===== src/rtl/apb_req_arbiter.sv =====
// rtl/apb_req_arbiter.sv - round-robin arbiter sharing one APB master port
//
// Purpose: accepts one request at a time from NUM_REQ requesters using
// round-robin priority, runs the APB SETUP/ACCESS phases with a pready
// timeout, and returns read data and an error flag to the granted requester.
//
// Ports:
//   pclk, preset_n           clock, asynchronous active-low reset
//   req_valid_i/write/addr/wdata  per-requester request (packed per requester)
//   req_ready_o              one-hot accept, asserted only in IDLE
//   rsp_valid_o              one-hot single-cycle completion pulse
//   rsp_rdata_o, rsp_err_o   response payload, held until the next response
//   grant_idx_o              current/last granted requester
//   psel_o..pwdata_o         APB master request outputs
//   pready_i, prdata_i, pslverr_i  APB slave responses
module apb_req_arbiter #(
   parameter int NUM_REQ = 4,
   parameter int ADDR_W  = 8,
   parameter int DATA_W  = 32,
   parameter int TIMEOUT = 16
) (
   input  logic                        pclk,
   input  logic                        preset_n,
   input  logic [NUM_REQ-1:0]          req_valid_i,
   input  logic [NUM_REQ-1:0]          req_write_i,
   input  logic [NUM_REQ*ADDR_W-1:0]   req_addr_i,
   input  logic [NUM_REQ*DATA_W-1:0]   req_wdata_i,
   output logic [NUM_REQ-1:0]          req_ready_o,
   output logic [NUM_REQ-1:0]          rsp_valid_o,
   output logic [DATA_W-1:0]           rsp_rdata_o,
   output logic                        rsp_err_o,
   output logic [$clog2(NUM_REQ)-1:0]  grant_idx_o,
   output logic                        psel_o,
   output logic                        penable_o,
   output logic                        pwrite_o,
   output logic [ADDR_W-1:0]           paddr_o,
   output logic [DATA_W-1:0]           pwdata_o,
   input  logic                        pready_i,
   input  logic [DATA_W-1:0]           prdata_i,
   input  logic                        pslverr_i
);

   localparam int IDX_W = $clog2(NUM_REQ);
   localparam int CNT_W = $clog2(TIMEOUT + 1);

   typedef enum logic [1:0] {
      IDLE   = 2'd0,
      SETUP  = 2'd1,
      ACCESS = 2'd2,
      RESP   = 2'd3
   } state_t;

   state_t              state_q, state_d;
   logic [IDX_W-1:0]    last_grant_q, last_grant_d;
   logic [IDX_W-1:0]    grant_idx_q, grant_idx_d;
   logic                pwrite_q, pwrite_d;
   logic [ADDR_W-1:0]   paddr_q, paddr_d;
   logic [DATA_W-1:0]   pwdata_q, pwdata_d;
   logic [CNT_W-1:0]    cnt_q, cnt_d;
   logic [DATA_W-1:0]   rsp_rdata_q, rsp_rdata_d;
   logic                rsp_err_q, rsp_err_d;

   logic                found;
   logic [IDX_W-1:0]    win;
   logic [IDX_W-1:0]    cand;

   // Round-robin search: first valid requester after last_grant, wrapping.
   always_comb begin
      found = 1'b0;
      win   = '0;
      cand  = '0;
      for (int i = 1; i <= NUM_REQ; i++) begin
         cand = IDX_W'((int'(last_grant_q) + i) % NUM_REQ);
         if (!found && req_valid_i[cand]) begin
            found = 1'b1;
            win   = cand;
         end
      end
   end

   always_comb begin
      state_d      = state_q;
      last_grant_d = last_grant_q;
      grant_idx_d  = grant_idx_q;
      pwrite_d     = pwrite_q;
      paddr_d      = paddr_q;
      pwdata_d     = pwdata_q;
      cnt_d        = cnt_q;
      rsp_rdata_d  = rsp_rdata_q;
      rsp_err_d    = rsp_err_q;
      req_ready_o  = '0;
      rsp_valid_o  = '0;

      case (state_q)
         IDLE: begin
            if (found) begin
               req_ready_o[win] = 1'b1;
               pwrite_d    = req_write_i[win];
               paddr_d     = req_addr_i[int'(win)*ADDR_W +: ADDR_W];
               pwdata_d    = req_wdata_i[int'(win)*DATA_W +: DATA_W];
               grant_idx_d = win;
               state_d     = SETUP;
            end
         end
         SETUP: begin
            state_d = ACCESS;
         end
         ACCESS: begin
            // pready takes precedence over the timeout on the last cycle.
            if (pready_i) begin
               rsp_err_d   = pslverr_i;
               rsp_rdata_d = pwrite_q ? '0 : prdata_i;
               state_d     = RESP;
            end else begin
               cnt_d = cnt_q + CNT_W'(1);
               if (cnt_q == CNT_W'(TIMEOUT - 1)) begin
                  rsp_err_d   = 1'b1;
                  rsp_rdata_d = '0;
                  state_d     = RESP;
               end
            end
         end
         RESP: begin
            rsp_valid_o[grant_idx_q] = 1'b1;
            last_grant_d = grant_idx_q;
            cnt_d        = '0;
            state_d      = IDLE;
         end
         default: begin
            state_d = IDLE;
         end
      endcase
   end

   always_ff @(posedge pclk or negedge preset_n) begin
      if (!preset_n) begin
         state_q      <= IDLE;
         last_grant_q <= IDX_W'(NUM_REQ - 1);
         grant_idx_q  <= '0;
         pwrite_q     <= 1'b0;
         paddr_q      <= '0;
         pwdata_q     <= '0;
         cnt_q        <= '0;
         rsp_rdata_q  <= '0;
         rsp_err_q    <= 1'b0;
      end else begin
         state_q      <= state_d;
         last_grant_q <= last_grant_d;
         grant_idx_q  <= grant_idx_d;
         pwrite_q     <= pwrite_d;
         paddr_q      <= paddr_d;
         pwdata_q     <= pwdata_d;
         cnt_q        <= cnt_d;
         rsp_rdata_q  <= rsp_rdata_d;
         rsp_err_q    <= rsp_err_d;
      end
   end

   assign psel_o      = (state_q == SETUP) || (state_q == ACCESS);
   assign penable_o   = (state_q == ACCESS);
   assign pwrite_o    = pwrite_q;
   assign paddr_o     = paddr_q;
   assign pwdata_o    = pwdata_q;
   assign grant_idx_o = grant_idx_q;
   assign rsp_rdata_o = rsp_rdata_q;
   assign rsp_err_o   = rsp_err_q;

endmodule


===== config.mk =====
export PLATFORM = sky130hd
export DESIGN_NAME = apb_req_arbiter
export DESIGN_NICKNAME = d
export VERILOG_FILES = /design/src/rtl/apb_req_arbiter.sv
export SDC_FILE = /design/constraint.sdc
export NUM_CORES = 1
export LEC_CHECK = 0
export ABC_AREA = 1
export CORE_MARGIN = 5
export CORE_UTILIZATION = 37
export DETAILED_ROUTE_END_ITERATION = 16
export PLACE_DENSITY = 0.79
export SYNTH_ARGS = -nofsm -noshare
export SYNTH_HDL_FRONTEND = slang
export SYNTH_SLANG_ARGS = --single-unit
export TNS_END_PERCENT = 30

===== constraint.sdc =====
create_clock -name pclk -period 2.6 [get_ports pclk]
set_clock_uncertainty 0.1 [all_clocks]
set_input_delay 0.78 -clock pclk [delete_from_list [all_inputs] [get_ports pclk]]
set_output_delay 0.78 -clock pclk [all_outputs]
set_load 0.01 [all_outputs]

-- Word level (Yosys, flattened, before mapping)
Index checks and enable logic that the tools add are counted.
- register bits: 85
- input port bits: 204
- output and inout bits: 86
- logic and storage cells: 83
- $add $sub $neg: 5
- order comparisons: 8
- equality and inequality tests: 7
- shift operators: 2
- multiplexer cells: 36
- reductions and logical operators: 16
- operators by type and width (operator ; number):
    $shiftx 128x8->32 ; 1
    $mux 32 ; 3
    $shiftx 32x6->8 ; 1
    $lt 2x3->1 const B ; 6
    $mux 2 ; 7
    $mux 1 ; 13
    $mux 4 ; 3
    $bmux 1 s2 ; 5
    $pmux 5 s2 ; 1
    $pmux 2 s4 ; 1
    $reduce_and 2->1 ; 4
    $add 5x1->5 const B ; 1
    $eq 5x4->1 const B ; 1
    $logic_and 1x1->1 ; 5
    $mux 5 ; 1
    $add 2x1->2 const B ; 2
    $add 2x2->2 const B ; 2
    $demux 1 s2 ; 2
    $eq 2x2->1 const B ; 2
    $ge 2x1->1 const B ; 2
    $ne 2x2->1 const B ; 2
    $reduce_bool 2->1 ; 2
    $logic_not 1->1 ; 3
    $ne 3x1->1 const B ; 1
    other kinds (3) ; 3

-- Logic depth before layout (Yosys ltp)
Gate-level depths: netlist of run 1.
- depth after elaboration: 19
- depth in mapped cells: 17
- mapped depth without buffers: 15

-- Worst setup path after synthesis of run 1
OpenSTA, ideal clock, no wires.
- path type: input-to-output
- start point: in req_valid_i[3]
- end point: out req_ready_o[2]
- arrival time: 2.028 ns
- required time: 1.720 ns
- slack: -0.308 ns
- stages on the path: 12
- path buffers: 1
- cells stage by stage: inv_1 > nand2_1 > nand3_1 > nand2_1 > nor2_4 > nand4_1 > nand2_4 > inv_4 > nor2_8 > buf_6 > inv_2 > nor2_1
- longest elaborated chain between the ends: 18
- elaborated cells on any way between the ends: 29
- classes of those cells: 2 x order compare; 20 x mux; 7 x reduce/logical
- RTL lines (item ; line ; source):
    start, declared ; 24 ; input logic [NUM_REQ-1:0] req_valid_i,
    $bmux 1 s2 ; 74 ; if (!found && req_valid_i[cand]) begin
    $mux 1 (implied by the code) ; 74 ;
    $mux 1 ; 74 ;
    $logic_not 1->1 ; 74 ;
    $logic_and 1x1->1 ; 74 ;
    $mux 1 ; 74 ;
    $logic_not 1->1 ; 74 ;
    $logic_and 1x1->1 ; 74 ;
    [2 not listed] ; -- ;
    $logic_and 1x1->1 ; 74 ;
    $mux 2 ; 74 ;
    $lt 2x3->1 (implied by the code) / $ge 2x1->1 (equally long branches) ; 97 ; req_ready_o[win] = 1'b1;
    $logic_and 1x1->1 (implied by the code) ; 97 ;
    $mux 1 (implied by the code) ; 97 ;
    $demux 1 s2 ; 97 ;
    $mux 4 * ; 96 ; if (found) begin
    $mux 4 * ; 94 ; case (state_q)
    end, declared ; 28 ; output logic [NUM_REQ-1:0] req_ready_o,
Mark *: on every way between the ends. The rest lies on a longest branch, timed or not. The select of a mux whose other input is x is not followed.

-- Worst setup path in the final report of run 1
- start point: reg last_grant_q[0]
- end point: out req_ready_o[2]
- longest elaborated chain between the ends: 19
- elaborated cells on any way between the ends: 33
- classes of those cells: 4 x add/sub; 2 x order compare; 20 x mux; 7 x reduce/logical
- RTL lines (item ; line ; source):
    start, declared ; 54 ; logic [IDX_W-1:0] last_grant_q, last_grant_d;
    start signal, assigned ; 138 ; last_grant_q <= IDX_W'(NUM_REQ - 1);
    start signal, assigned ; 148 ; last_grant_q <= last_grant_d;
    $add 2x1->2 ; 73 ; cand = IDX_W'((int'(last_grant_q) + i) % NUM_REQ);
    $bmux 1 s2 ; 74 ;
    $mux 1 (implied by the code) ; 74 ;
    $mux 1 ; 74 ;
    $logic_not 1->1 ; 74 ;
    $logic_and 1x1->1 ; 74 ;
    $mux 1 ; 74 ;
    $logic_not 1->1 ; 74 ;
    [3 not listed] ; -- ;
    $logic_and 1x1->1 ; 74 ;
    $mux 2 ; 74 ;
    $lt 2x3->1 (implied by the code) / $ge 2x1->1 (equally long branches) ; 97 ;
    $logic_and 1x1->1 (implied by the code) ; 97 ;
    $mux 1 (implied by the code) ; 97 ;
    $demux 1 s2 ; 97 ;
    $mux 4 * ; 96 ;
    $mux 4 * ; 94 ;
Marks and branches as above.

==> results of run 1 <==
final cells by class:
class / count / area [um^2]
flip-flops and latches: 85 / 2130
inverters: 152 / 581
fillers: 1300 / 5190
well taps: 184 / 230
multi-input cells: 546 / 2760
repair buffers: 346 / 3450
clock inverters: 7 / 76.3
clock buffers: 9 / 225
worst paths after layout:
kind / cells past startpoint / slack, ns / end / start
max: 13 / -0.43 / req_ready_o[2] / last_grant_q[0]$_DFFE_PN1P_
min: 1 / 0.20 / pwdata_o[11]$_DFFE_PN0P_ / preset_n
max reg2reg: 14 / 0.12 / pwdata_o[23]$_DFFE_PN0P_ / last_grant_q[0]$_DFFE_PN1P_
min reg2reg: 2 / 0.38 / rsp_rdata_o[27]$_DFFE_PN0P_ / rsp_rdata_o[27]$_DFFE_PN0P_
max in group asynchronous: 2 / 1.64 / pwdata_o[18]$_DFFE_PN0P_ / preset_n
min in group pclk: 2 / 0.38 / rsp_rdata_o[27]$_DFFE_PN0P_ / rsp_rdata_o[27]$_DFFE_PN0P_
registers in the layout (all words and copies together), names as in the netlist:
signal / count
pwdata_o: 32
rsp_rdata_o: 32
paddr_o: 8
cnt_q: 5
grant_idx_o: 2
last_grant_q: 2
state_q: 2
pwrite_o: 1
rsp_err_o: 1
per-stage QoR:
stage | power [W] | area, um^2 | instances
2_1_floorplan | 0.00740 | 5630 | 833
3_3_place_gp | 0.0102 | 8810 | 1290
3_5_place_dp | 0.0103 | 8810 | 1290
4_1_cts | 0.0120 | 9320 | 1321
5_1_grt | 0.0136 | 9450 | 1329
6_report | 0.0125 | 9450 | 1329
timing repair:
| item | 4_1_cts | 5_1_grt |
|---|---|---|
| hold endpoints to repair | 0 | 0 |
| endpoints found under the setup margin | 50 | 46 |
| gates cloned | 0 | 3 |
| resized for setup | 62 | 10 |
| pin swaps | 16 | 6 |
| buffers inserted | 15 | 5 |
cells in the final DEF, fill, tap and decap left out, types with 6 or more instances in the layout:
cell and instances:
o211ai_1 18, nand2_2 6, buf_12 6, nand4_1 51
inv_1 144, nor2_1 8, nand2_4 16, buf_4 47
or2_2 18, clkbuf_16 11, clkdlybuf4s50_1 275, a21oi_1 6
dfrtp_1 83, nand3_1 119, nand2_1 272
kinds of logic after synthesis:
logic type / share of synthesized area, %
buf+inv: 15.0
flops: 38.3
compound gates: 4.55
fa+ha+maj: 1.13
simple gates: 40.9
Yosys cell counts, drive strengths merged:
| cell type | n | area, um^2 |
|---|---|---|
| a21oi | 6 | 30.0 |
| nor2 | 15 | 87.6 |
| inv | 152 | 576 |
| a21boi | 1 | 7.51 |
| dfrtp | 83 | 2080 |
| nand3 | 123 | 616 |
| o21a | 1 | 7.51 |
| o22ai | 2 | 12.5 |
| o22a | 1 | 8.76 |
| o21ai | 7 | 35.0 |
| ha | 5 | 62.6 |
| dfstp | 2 | 52.6 |
| o211ai | 18 | 135 |
| clkbuf | 15 | 56.3 |
| nor3 | 2 | 10.0 |
| buf | 35 | 204 |
| a22oi | 1 | 7.51 |
| nand2 | 294 | 1130 |
| or2 | 18 | 113 |
| nand4 | 51 | 319 |
| o32ai | 1 | 8.76 |
per-layer routing:
layer / vias up / GRT usage [%] / part of all wire (%)
li1: 3226 / - / -
met1: 2886 / 26.1 / 41
met2: 242 / 36.7 / 49
met3: 43 / 5.35 / 7.3
met4: 0 / 8.72 / 3.5
met5: - / 0 / 0
report_power, final:
group / total, W / internal [W] / leakage, nW / switching [W]
logic: 0.00891 / 0.00398 / 3.66 / 0.00493
registers: 0.00231 / 0.00195 / 1.08 / 0.000359
clock network: 0.00131 / 0.000684 / 0.149 / 0.000631
total: 0.0125 / 0.00661 / 4.88 / 0.00592
==> results.toml, run 1 <==
[power_and_ir_drop]
max_vdd_drop_v = 0.000874
power-per-cell-area_mw_per_mm2 = 1330
power_leakage_nw = 4.88

[status]
run_status = "finished with violations"
violations = "setup timing"

[layout]
drive_gt1_share_pct = 12.8
flow.area_growth_from_synthesis_pct = 70.2
insertedDiodeCount = 0
layout.nets = 1349
final_util_pct = 64.6

[logic_synthesis]
synth_cells = 833
syn-cell-area_mm2 = 0.00555
syn-num-nets = 1042
yosysWarningCount = 0
synth_cell_type_count = 30
postSynthRegisterBits = 85
yosysSeqAreaShare_pct = 38.3
avgSynthCellArea_um2 = 6.67

[cts]
numCtsBuffers = 9
clkTransAtPathRegs_ns = 0.08
cts_root_buffer = "clkbuf_16"
clock_latency_ns = 0.34
holdBufCountCts = 0
cts_tree = "yes"
ctsHtreeMaxLevel = 3
clock-sinks = 85
longest_clk_path_bufs = 2

[place]
post_place_worst_slack_ns = -1.16
dp_hpwl_um = 14500
io_buffers = 289
gp_congestion = 0.921

[die]
floorplan.initialDensity_pct = 37.9
placementRows = 44
die-width_um = 133
area_of_the_core_mm2 = 0.0146
dieArea_mm2 = 0.0176
height_of_the_chip_um = 133
io-pin-count = 290

[critical_path]
worst_ep_required_time_ns = 1.72
slowest_stage = "dfstp_2"
path_class = "reg2out"
timing.critical_path.slowest_cell_delay_ns = 0.58
timing.critical_path.arrival_ns = 2.15
critical_path.top_delay_family = "simple AND/OR/NAND/NOR gates"
worstPathBufferInverterCount = 4
worst_path_most_repeated_cell = "nand2_4"
cp_max_fo = 7
worstSetupEndpointType = "output port"
path_cells = "buf_12, nand2_4, nand2_4, nand2_4, nand2_4, nor2_4, nand4_1, nand2_4, buf_12, nor2_8, inv_4, nor2_4, buf_6"
cp-start-kind = "flop"

[timing]
final_clock_period_utilization_by_the_worst_path_pct = 116
slew-limit-headroom_pct = 66.1
hold_violations = 0
timing.final.ws_setup_ns = -0.426
tightest_slew_ns = 0.509
setup_viol = 4
fmax_mhz = 331
setup_total_negative_slack_ns = -1.63
final_max_slew_viol_count = 0
finalHoldWorstSlack_ns = 0.205
grt_setup_unrepaired = "yes"
final_period_minus_worst_setup_slack_ns = 3.03

[drt]
detail_route.wl_per_cell_um = 15.2
detailroute.via_count = 6397
drc = 0
viasPerCell = 4.81
final_antenna_net_count = 0
drt-initial-drc-count = 379
drt_pre_antenna_iters = 6
drt_wl_total_um = 20300

[global_routing]
antenna_violations_before_repair = 0
grt_pass1_wl_um = 30800
total_grt_overflow = 0
pin_count_of_the_biggest_net_entering_global_routing = 95
grt_usage_pct = 21.5
vias_in_the_first_global_route = 6003

[worst_hold_path]
hold_class = "in2async"

[run]
cap_violations = 0
Note: power is estimated with default switching activity, not from simulation.
==> run 2: changes to the inputs <==
--- a/config.mk
+++ b/config.mk
@@ -5,11 +5,10 @@
 export SDC_FILE = /design/constraint.sdc
 export NUM_CORES = 1
 export LEC_CHECK = 0
-export ABC_AREA = 1
 export CORE_MARGIN = 5
-export CORE_UTILIZATION = 37
+export CORE_UTILIZATION = 33
 export DETAILED_ROUTE_END_ITERATION = 16
-export PLACE_DENSITY = 0.79
+export PLACE_DENSITY = 0.77
 export SYNTH_ARGS = -nofsm -noshare
 export SYNTH_HDL_FRONTEND = slang
 export SYNTH_SLANG_ARGS = --single-unit
==> results.toml, run 2 <==
[status]
run_status = "finished with violations"
violations = "setup timing"

[drt]
detailroute.via_count = 4690
drt_wl_total_um = 17300
drt-initial-drc-count = 143
final_antenna_net_count = 0
drt_pre_antenna_iters = 5
drc = 0
viasPerCell = 5.03
detail_route.wl_per_cell_um = 18.6

[logic_synthesis]
synth-main-ff-cell = "dfrtp_1"
synthMostInstantiatedCell = "nand2_1"
yosys.area.top_type_share_pct = 46.0
synth_cells = 456
syn-cell-area_mm2 = 0.00452
synth-edff-count = 0
syn-num-nets = 665
avgSynthCellArea_um2 = 9.90
postSynthRegisterBits = 85
synth_largest_area_cell = "dfrtp_1"
synth_cell_type_count = 35
yosysWarningCount = 0
synth_area_leaders = "dfrtp_1 (46%), mux2i_1 (18%), nand2_1 (9.8%)"
synth.cells.most_frequent = "nand2_1 (118), dfrtp_1 (83), mux2i_1 (83), o221ai_1 (41), o21ai_1 (37)"
synthArstFlopShare_pct = 100
yosysSeqAreaShare_pct = 47.2

[timing]
fmax_mhz = 370
hold_violations = 0
final_max_slew_viol_count = 0
slew-limit-headroom_pct = 61.2
final_period_minus_worst_setup_slack_ns = 2.70
timing.final.ws_setup_ns = -0.0993
setup_viol = 4
final_clock_period_utilization_by_the_worst_path_pct = 104
tightest_slew_ns = 0.582
grt_setup_unrepaired = "yes"

[global_routing]
grt_pass1_wl_um = 26400
grt_usage_pct = 20.8
pin_count_of_the_biggest_net_entering_global_routing = 66
total_grt_overflow = 0
antenna_violations_before_repair = 0
vias_in_the_first_global_route = 4938

[layout]
drive_gt1_share_pct = 10.3
flow.area_growth_from_synthesis_pct = 79.4
final_cell_area_mm2 = 0.00810
most_common_library_cell_in_the_layout_ignoring_fill_and_taps = "clkdlybuf4s50_1"
final_util_pct = 60.7
filler_cell_count = 1166
insertedDiodeCount = 0
layout.cells.most_common_list = "clkdlybuf4s50_1 (276), nand2_1 (116), dfrtp_1 (83), mux2i_1 (82), o221ai_1 (41)"
layout.nets = 960

[cts]
cts_root_buffer = "clkbuf_16"
numCtsBuffers = 9
longest_clk_path_bufs = 2
clock_latency_ns = 0.35
cts_tree = "yes"
ctsHtreeMaxLevel = 3
clkTransAtPathRegs_ns = 0.06
clock-sinks = 85

[power_and_ir_drop]
combPwrFrac_pct = 55.7
netSwitchingPower_w = 0.00307
power_leakage_nw = 3.60
power.clock.fraction_pct = 15.0
seqPwrFrac_pct = 29.3
power.switching_fraction_pct = 37.8
power.internal_w = 0.00504
max_vdd_drop_v = 0.000529
power-per-cell-area_mw_per_mm2 = 1000

[critical_path]
worstSetupEndpointType = "output port"
worst_ep_required_time_ns = 1.72
cp-start-kind = "input pin"
cp_max_fo = 5
timing.critical_path.arrival_ns = 1.82
path_class = "in2out"

[die]
die-width_um = 127
height_of_the_chip_um = 127
dieArea_mm2 = 0.0161
floorplan.initialDensity_pct = 33.8
placementRows = 42
io-pin-count = 290
area_of_the_core_mm2 = 0.0133

[run]
cap_violations = 0

[place]
dp_hpwl_um = 13400
gp_congestion = 0.863
placement.cell_area_mm2 = 0.00769
post_place_worst_slack_ns = -0.900
io_buffers = 289

[worst_hold_path]
hold_class = "in2async"
run 2: power by group through the flow:
stage	clock [W]	sequential, W	combinational, W
after floorplan	0	0.00262	0.00188
after global placement	0	0.00236	0.00435
after detailed placement	0	0.00239	0.00445
after CTS	0.00124	0.00238	0.00455
after global routing	0.00131	0.00246	0.00487
final	0.00121	0.00238	0.00452
run 2: kinds of logic after synthesis:
group / Yosys count / share of synthesized area (%)
AOI/OAI and AO/OA: 94 / 15.0
DFF: 85 / 47.2
muxes: 85 / 18.9
buffers and inverters: 43 / 4.52
and+or+nand+nor: 144 / 13.1
adders and majority gates: 5 / 1.39
run 2: path summary, 6_finish.rpt:
path	from	to	slack [ns]	cells after the start
max	req_valid_i[3]	req_ready_o[0]	-0.1	7
max reg2reg	last_grant_q[1]$_DFFE_PN1P_	pwdata_o[18]$_DFFE_PN0P_	0.14	8
min reg2reg	rsp_rdata_o[11]$_DFFE_PN0P_	rsp_rdata_o[11]$_DFFE_PN0P_	0.38	2
min in group pclk	rsp_rdata_o[11]$_DFFE_PN0P_	rsp_rdata_o[11]$_DFFE_PN0P_	0.38	2
max in group asynchronous	preset_n	pwdata_o[25]$_DFFE_PN0P_	1.45	2
min	preset_n	rsp_err_o$_DFFE_PN0P_	0.32	1
run 2: what timing repair did:
item                       4_1_cts  5_1_grt
hold buffers                     0        0
resized for setup               65        5
setup buffers                    5        2
pin swaps                        6        5
setup endpoints to repair       39        4
run 2: metal layers:
metal | share of wire (%) | GRT usage [%] | vias up
met5 | 0 | 0 | -
met4 | 4.0 | 10.7 | 0
met3 | 4.9 | 3.96 | 49
met2 | 54 | 37.5 | 172
met1 | 38 | 23.3 | 2242
li1 | - | - | 2227
run 2: stage by stage:
step	hold slack, ns	instances	setup TNS, ns	total power, W
floorplan	0.384	456	-0.0223	0.00450
global placement	0.369	911	-25.60	0.00670
detailed placement	0.373	911	-29.32	0.00684
CTS	0.341	932	-0.402	0.00817
global route	0.373	932	-0.604	0.00865
finish	0.321	932	-0.354	0.00811
run 2: final cells by class:
type / instances / area [um^2] / share of cell area (%)
clock buffer: 10 / 239 / 2.95
clock inverter: 6 / 38.8 / 0.479
inverter: 9 / 33.8 / 0.417
multi-input combinational: 328 / 2280 / 28.1
sequential: 85 / 2130 / 26.3
tap: 176 / 220 / 2.72
timing repair buffer: 318 / 3160 / 39.0
run 2: critical path, cell delays in order:
cell and delay (ns):
buf_6 0.11, and2b_2 0.22, a21oi_4 0.14, o221ai_4 0.14
buf_6 0.15, nor2_4 0.15, buf_6 0.13
